**config.mk**
```make
export PLATFORM = sky130hd
export DESIGN_NAME = vga_plot_arbiter
export DESIGN_NICKNAME = d
export VERILOG_FILES = /design/src/rtl/pacman_vga_pkg.sv /design/src/rtl/rr_next.sv /design/src/rtl/vga_plot_arbiter.sv
export SDC_FILE = /design/constraint.sdc
export NUM_CORES = 1
export LEC_CHECK = 0
export ABC_CLOCK_PERIOD_IN_PS = 2660
export BUFFER_PORTS_ARGS = -buffer_cell sky130_fd_sc_hd__buf_2
export CORE_MARGIN = 5
export CORE_UTILIZATION = 42
export CTS_CLUSTER_DIAMETER = 60
export DETAILED_ROUTE_END_ITERATION = 10
export PLACE_DENSITY = 0.78
export SYNTH_ARGS = -nofsm -noshare
export SYNTH_HDL_FRONTEND = slang
export SYNTH_SLANG_ARGS = --single-unit
```
**constraint.sdc**
```tcl
create_clock -name clock_50 -period 2.66 [get_ports clock_50]
set_input_delay 0.133 -clock clock_50 [delete_from_list [all_inputs] [get_ports clock_50]]
set_output_delay 0.133 -clock clock_50 [all_outputs]
set_load 0.05 [all_outputs]
```
**src/rtl/pacman_vga_pkg.sv**
```systemverilog
`default_nettype none
// ============================================================================
// Module  : pacman_vga_pkg
// Purpose : Shared types, requester indices and helpers for the plot arbiter.
// Revision: 1.0 - initial release
// ============================================================================
package pacman_vga_pkg;

    typedef enum logic [1:0] {
        ST_IDLE   = 2'd0,
        ST_MAP    = 2'd1,
        ST_SPRITE = 2'd2,
        ST_DONE   = 2'd3
    } state_e;

    localparam int X_W_DEFAULT = 8;
    localparam int Y_W_DEFAULT = 7;
    localparam int C_W_DEFAULT = 3;

    localparam logic [1:0] REQ_MAP  = 2'd0;
    localparam logic [1:0] REQ_SPR1 = 2'd1;
    localparam logic [1:0] REQ_SPR2 = 2'd2;
    localparam logic [1:0] REQ_SPR3 = 2'd3;

    // Sprite index -> its bit in the 3-bit done mask (bit 0 = sprite 1).
    function automatic logic [2:0] spr_bit(input logic [1:0] idx);
        case (idx)
            REQ_SPR1: spr_bit = 3'b001;
            REQ_SPR2: spr_bit = 3'b010;
            REQ_SPR3: spr_bit = 3'b100;
            default:  spr_bit = 3'b000;
        endcase
    endfunction

    function automatic logic [1:0] spr_succ(input logic [1:0] idx);
        case (idx)
            REQ_SPR1: spr_succ = REQ_SPR2;
            REQ_SPR2: spr_succ = REQ_SPR3;
            default:  spr_succ = REQ_SPR1;
        endcase
    endfunction

endpackage
`default_nettype wire

```
**src/rtl/rr_next.sv**
```systemverilog
`default_nettype none
// ============================================================================
// Module  : rr_next
// Purpose : Next not-done sprite after the current owner, cyclic 1->2->3->1.
// Revision: 1.0 - initial release
// ============================================================================
module rr_next
    import pacman_vga_pkg::*;
(
    input  logic [1:0] owner_i,
    input  logic [2:0] done_mask_i,
    output logic [1:0] next_o
);

    logic [1:0] w_c1;
    logic [1:0] w_c2;

    assign w_c1 = spr_succ(owner_i);
    assign w_c2 = spr_succ(w_c1);

    // Falls back to the owner itself when it is the only candidate left.
    always_comb begin
        next_o = owner_i;
        if (~|(done_mask_i & spr_bit(w_c1))) begin
            next_o = w_c1;
        end else if (~|(done_mask_i & spr_bit(w_c2))) begin
            next_o = w_c2;
        end
    end

endmodule
`default_nettype wire

```
**src/rtl/vga_plot_arbiter.sv**
```systemverilog
`default_nettype none
// ============================================================================
// Module  : vga_plot_arbiter
// Purpose : Arbitrates map and sprite pixel streams onto one VGA plot port.
// Revision: 1.0 - initial release
// ============================================================================
module vga_plot_arbiter
    import pacman_vga_pkg::*;
#(
    parameter int BURST_MAX = 16,
    parameter int X_W       = X_W_DEFAULT,
    parameter int Y_W       = Y_W_DEFAULT,
    parameter int C_W       = C_W_DEFAULT
) (
    input  logic             clock_50,
    input  logic             reset,
    input  logic             frame_start,
    input  logic [2:0]       sprite_en,
    input  logic [3:0]       req,
    input  logic [3:0]       req_last,
    input  logic [4*X_W-1:0] req_x,
    input  logic [4*Y_W-1:0] req_y,
    input  logic [4*C_W-1:0] req_color,
    output logic [3:0]       grant,
    output logic             vga_plot,
    output logic [X_W-1:0]   vga_x,
    output logic [Y_W-1:0]   vga_y,
    output logic [C_W-1:0]   vga_color,
    output logic             busy,
    output logic             frame_done
);

    localparam int              BW           = $clog2(BURST_MAX + 1);
    localparam logic [BW-1:0]   C_BURST_LAST = BW'(BURST_MAX - 1);

    state_e          state_q, state_d;
    logic [1:0]      owner_q, owner_d;
    logic [BW-1:0]   burst_q, burst_d;
    logic [2:0]      mask_q, mask_d;
    logic            plot_q;
    logic [X_W-1:0]  x_q;
    logic [Y_W-1:0]  y_q;
    logic [C_W-1:0]  color_q;

    logic [2:0]      w_own_bit;
    logic [1:0]      w_idx;
    logic [1:0]      w_next;
    logic            w_xfer;
    logic            w_last;

    assign w_own_bit = spr_bit(owner_q);

    // Grant and done-mask update; kept apart from the FSM so rr_next sees
    // the post-transfer mask without forming a combinational loop.
    always_comb begin
        grant  = 4'b0000;
        w_idx  = REQ_MAP;
        mask_d = mask_q;
        case (state_q)
            ST_IDLE: begin
                if (frame_start) begin
                    mask_d = ~sprite_en;
                end
            end
            ST_MAP: begin
                grant = {3'b000, req[REQ_MAP]};
            end
            ST_SPRITE: begin
                w_idx = owner_q;
                if (~|(mask_q & w_own_bit) && req[owner_q]) begin
                    grant = {w_own_bit, 1'b0};
                    if (req_last[owner_q]) begin
                        mask_d = mask_q | w_own_bit;
                    end
                end
            end
            default: ;
        endcase
    end

    assign w_xfer = |(req & grant);
    assign w_last = |(req & req_last & grant);

    rr_next u_rr_next (
        .owner_i     (owner_q),
        .done_mask_i (mask_d),
        .next_o      (w_next)
    );

    always_comb begin
        state_d = state_q;
        owner_d = owner_q;
        burst_d = burst_q;
        case (state_q)
            ST_IDLE: begin
                if (frame_start) begin
                    state_d = ST_MAP;
                    owner_d = REQ_SPR1;
                    burst_d = '0;
                end
            end
            ST_MAP: begin
                if (w_last) begin
                    state_d = ST_SPRITE;
                end
            end
            ST_SPRITE: begin
                if (mask_q == 3'b111) begin
                    state_d = ST_DONE;
                end else if (!w_xfer || w_last || (burst_q == C_BURST_LAST)) begin
                    owner_d = w_next;
                    burst_d = '0;
                end else begin
                    burst_d = burst_q + BW'(1);
                end
            end
            ST_DONE: begin
                state_d = ST_IDLE;
            end
            default: state_d = ST_IDLE;
        endcase
    end

    always_ff @(posedge clock_50) begin
        if (!reset) begin
            state_q <= ST_IDLE;
            owner_q <= REQ_SPR1;
            burst_q <= '0;
            mask_q  <= 3'b000;
            plot_q  <= 1'b0;
            x_q     <= '0;
            y_q     <= '0;
            color_q <= '0;
        end else begin
            state_q <= state_d;
            owner_q <= owner_d;
            burst_q <= burst_d;
            mask_q  <= mask_d;
            plot_q  <= w_xfer;
            if (w_xfer) begin
                x_q     <= req_x[w_idx*X_W +: X_W];
                y_q     <= req_y[w_idx*Y_W +: Y_W];
                color_q <= req_color[w_idx*C_W +: C_W];
            end
        end
    end

    assign vga_plot   = plot_q;
    assign vga_x      = x_q;
    assign vga_y      = y_q;
    assign vga_color  = color_q;
    assign busy       = (state_q != ST_IDLE);
    assign frame_done = (state_q == ST_DONE);

endmodule
`default_nettype wire
```
==> Flow_metrics.wiki <==
{| class="wikitable"
! Metric !! Value
|-
| Result of the run || complete, no violations
|-
| Boundary pin count || 111
|-
| Type of element launching the critical path || flip-flop
|-
| Setup violators final || 0
|-
| Reported max-cap violation count || 0
|-
| Crit end category || flip-flop
|-
| Number of design rule violations left after detail routing || 0
|-
| Drt first pass iters || 4
|-
| Remaining max-slew budget at the tightest pin || 55.1%
|-
| Total number of placement rows || 26
|-
| Clock Path Buffers || 2
|-
| Final worst-path cycle share || 94.0%
|-
| Shortest clock period the worst path allows after layout || 2500 ps
|-
| Fill cell total of the finished layout || 484
|-
| Clock net sink count || 31
|-
| Post-detailed-route wirelength per cell || 14.1 um
|-
| Antenna Cells || 0
|-
| Critical path required time || 2870 ps
|-
| Share of synthesized cell area in and, or, nand and nor gates || 27.2%
|-
| Area used by sequential logic in the layout || 623 um^2
|-
| CTS H-Tree Depth || 2
|-
| CTS Buf Count || 5
|-
| Maximum clock skew at final layout || 3.58 ps
|-
| Share of final-layout standard cells stronger than drive strength 1 || 34.9%
|-
| Initial Util || 43.2%
|-
| # port buffers || 110
|-
| Unrepaired setup endpoints after global routing || yes
|-
| Final slew viol count || 0
|-
| Clock insertion delay at the later pin of the skew report || 280 ps
|-
| Pwr dens || 685 mW/mm^2
|-
| CP Data Arrival Time || 2710 ps
|-
| Routed via count divided by cell count || 5.41
|-
| Final Instance Area || 0.00293 mm^2
|-
| Sequential share of the synthesized area || 28.1%
|-
| Width of the die || 82.5 um
|-
| Flip-flop cell with the highest count after synthesis || sky130_fd_sc_hd__dfxtp_1
|-
| Fin nets || 490
|-
| Die Footprint || 0.00680 mm^2
|-
| Dominant combinational cell family by area after synthesis || compound AO/OA/AOI/OAI gates
|-
| Count of yosys warnings during synthesis || 0
|-
| Total track usage || 19.7%
|-
| Fin. Hold Viols || 0
|-
| Mean instance size in the synthesized netlist || 7.69 um^2
|-
| Flop and latch count out of synthesis || 31
|-
| Share of synthesized flip-flops with an asynchronous set or reset || 0%
|-
| Global-route wire length before repair || 10400 um
|-
| Class of the tightest hold or removal check || input port to flip-flop
|-
| Leakage || 1.35 nW
|-
| Post-CTS Setup Inserts || 0
|-
| Adder-Cell Fraction of Synth Area || 5.67%
|-
| ANT nets after route || 0
|-
| Post-synthesis cell type count || 45
|-
| Post-DP HPWL || 5120 um
|-
| Peak Freq || 0.400 GHz
|-
| Setup TNS after final layout || 0 ps
|-
| DR iter-0 viols || 116
|-
| Worst setup path class || flip-flop to flip-flop
|-
| Fraction of synthesized area in multiplexers || 2.49%
|-
| Area of the multi-input gates || 0.00148 mm^2
|-
| Last weighted congestion value of the routability-driven placer || 0.925
|-
| Die span in y || 82.5 um
|-
| Peak supply drop || 0.395 mV
|-
| Global route total overflow || 0
|-
| Gate count of the mapped netlist || 287
|-
| Area of the mapped netlist || 0.00221 mm^2
|-
| Critical Path Fanout Max || 7
|-
| Number of global-route vias before repair || 2393
|-
| Clock-pin slew of the registers on the worst-case setup and hold paths || 60 ps
|-
| Routed vias || 2515
|-
| Core box area || 0.00511 mm^2
|-
| Area overhead of the layout relative to synthesis || 32.7%
|-
| CTS tree || built
|-
| Complex-gate fraction of the synthesized area || 31.5%
|-
| Pin count of the biggest net entering global routing || 38
|-
| Synth Area in XOR/XNOR || 0%
|-
| Number of enable-type register cells in the synthesized netlist || 0
|-
| Number of antenna violations at the first check in global routing || 0
|-
| Nets in the synthesized netlist || 383
|-
| Final wirelength || 6560 um
|-
| Clock root buffer || sky130_fd_sc_hd__clkbuf_8
|-
| Least-Margin Pin Slew || 672 ps
|-
| Placed standard-cell area || 0.00284 mm^2
|}
-- cell usage in the layout, fill, tap and decap left out, types with 2 or more instances in the layout --
cell type                   synthesis  layout
sky130_fd_sc_hd__and3_1             8       8
sky130_fd_sc_hd__a211o_1            2       2
sky130_fd_sc_hd__nor2_1            17      17
sky130_fd_sc_hd__clkbuf_8           0       5
sky130_fd_sc_hd__clkinv_2           0       3
sky130_fd_sc_hd__mux4_2             2       2
sky130_fd_sc_hd__inv_1             11      11
sky130_fd_sc_hd__ha_1              10      10
sky130_fd_sc_hd__a21boi_1           2       2
sky130_fd_sc_hd__buf_4              0       8
sky130_fd_sc_hd__and2_1            21      21
sky130_fd_sc_hd__o21ai_0            6       6
sky130_fd_sc_hd__o311ai_1           2       2
sky130_fd_sc_hd__a311oi_1          18      18
sky130_fd_sc_hd__o21a_1             2       2
sky130_fd_sc_hd__a21oi_1           25      24
sky130_fd_sc_hd__nand3_1            4       4
sky130_fd_sc_hd__nand2_1           44      44
sky130_fd_sc_hd__dfxtp_1           31      29
sky130_fd_sc_hd__a211oi_1          19      19
sky130_fd_sc_hd__dfxtp_2            0       2
sky130_fd_sc_hd__a22oi_1            2       2
sky130_fd_sc_hd__o2bb2ai_1          2       2
sky130_fd_sc_hd__a31oi_1            3       3
sky130_fd_sc_hd__a22o_1             2       2
sky130_fd_sc_hd__nor2b_1           16      16
sky130_fd_sc_hd__buf_2              2     110
-- where the power goes --
| part | total [W] | internal [W] | switching (W) |
|---|---|---|---|
| clock network | 0.000348 | 0.000178 | 0.000170 |
| logic | 0.00108 | 0.000369 | 0.000712 |
| registers | 0.000579 | 0.000529 | 0.0000497 |
-- cells in the mapped netlist, drive strengths merged, types with 2 or more instances --
cell type	instances	share of area [%]
nand2	44	7.5
dfxtp	31	28
a21oi	25	5.7
and2	22	6.3
a211oi	20	7.0
a311oi	18	7.1
nor2	17	2.9
nor2b	16	4.5
clkbuf	15	2.6
inv	11	1.9
ha	10	5.7
and3	8	2.3
o21ai	6	1.4
nand3	5	1.4
a21boi	3	1.0
a31oi	3	0.85
buf	3	0.62
a211o	2	0.79
a22o	2	0.79
a22oi	2	0.68
mux4	2	2.0
o21a	2	0.68
o2bb2ai	2	0.79
o311ai	2	0.79
-- stage by stage --
| step | utilization, % | total power [W] | hold WS, ps | worst slack, ps | instances |
|---|---|---|---|---|---|
| floorplan | - | 0.00137 | 282 | 36.4 | 287 |
| global placement | 55.6 | 0.00164 | 462 | 180 | 457 |
| detailed placement | 55.6 | 0.00166 | 469 | 1.20 | 457 |
| CTS | 57.3 | 0.00202 | 264 | 79.0 | 465 |
| global route | 57.3 | 0.00216 | 287 | -4.24 | 465 |
| finish | 57.3 | 0.00201 | 274 | 160 | 465 |
-- logic make-up after synthesis --
| logic type | count (synthesis) |
|---|---|
| buf+inv | 29 |
| mux | 3 |
| flops | 31 |
| simple gates | 119 |
| compound gates | 95 |
| fa+ha+maj | 10 |
-- final timing paths --
kind	start	end	slack, ps	cells past startpoint
setup / recovery	owner_q[0]	burst_q[3]	160	7
hold / removal	req_last[0]	state_q[0]	270	4
setup reg to reg	owner_q[0]	burst_q[3]	160	7
hold reg to reg	vga_y[1]	vga_y[1]	480	2
-- registers in the layout, summed over array words and instances (netlist names) --
name	count
vga_plot	1
mask_q	3
vga_x	8
burst_q	5
vga_y	7
owner_q	2
state_q	2
vga_color	3
-- layout make-up --
cell class	count	share of cell area [%]
clock inverter	3	0.513
clock buffer	5	2.35
multi-input combinational	227	50.6
timing repair buffer	118	20.8
tap	70	2.99
inverter	11	1.41
sequential	31	21.3
-- layer usage --
layer | GRT usage [%] | routed length [um] | vias to the layer above
li1 | - | - | 1261
met1 | 23.1 | 2690 | 1130
met2 | 32.4 | 3070 | 104
met3 | 6.40 | 597 | 20
met4 | 9.15 | 205 | 0
met5 | 0 | 0 | -
-- worst max-delay path: stages (launching register included) --
cell                        delay [ps]
sky130_fd_sc_hd__dfxtp_2           400
sky130_fd_sc_hd__mux4_2            530
sky130_fd_sc_hd__and3_1            250
sky130_fd_sc_hd__a21boi_1          170
sky130_fd_sc_hd__a2111oi_4         370
sky130_fd_sc_hd__nand3_2           180
sky130_fd_sc_hd__or3_1             390
sky130_fd_sc_hd__a21boi_1          140
-- timing repair --
| item | in CTS | in global routing |
|---|---|---|
| setup endpoints to repair | 1 | 4 |
| hold buffers | 0 | 0 |
| pin swaps | 0 | 1 |
| gates cloned | 0 | 0 |
| resized for setup | 1 | 2 |
Note: power is estimated with default switching activity, not from simulation.
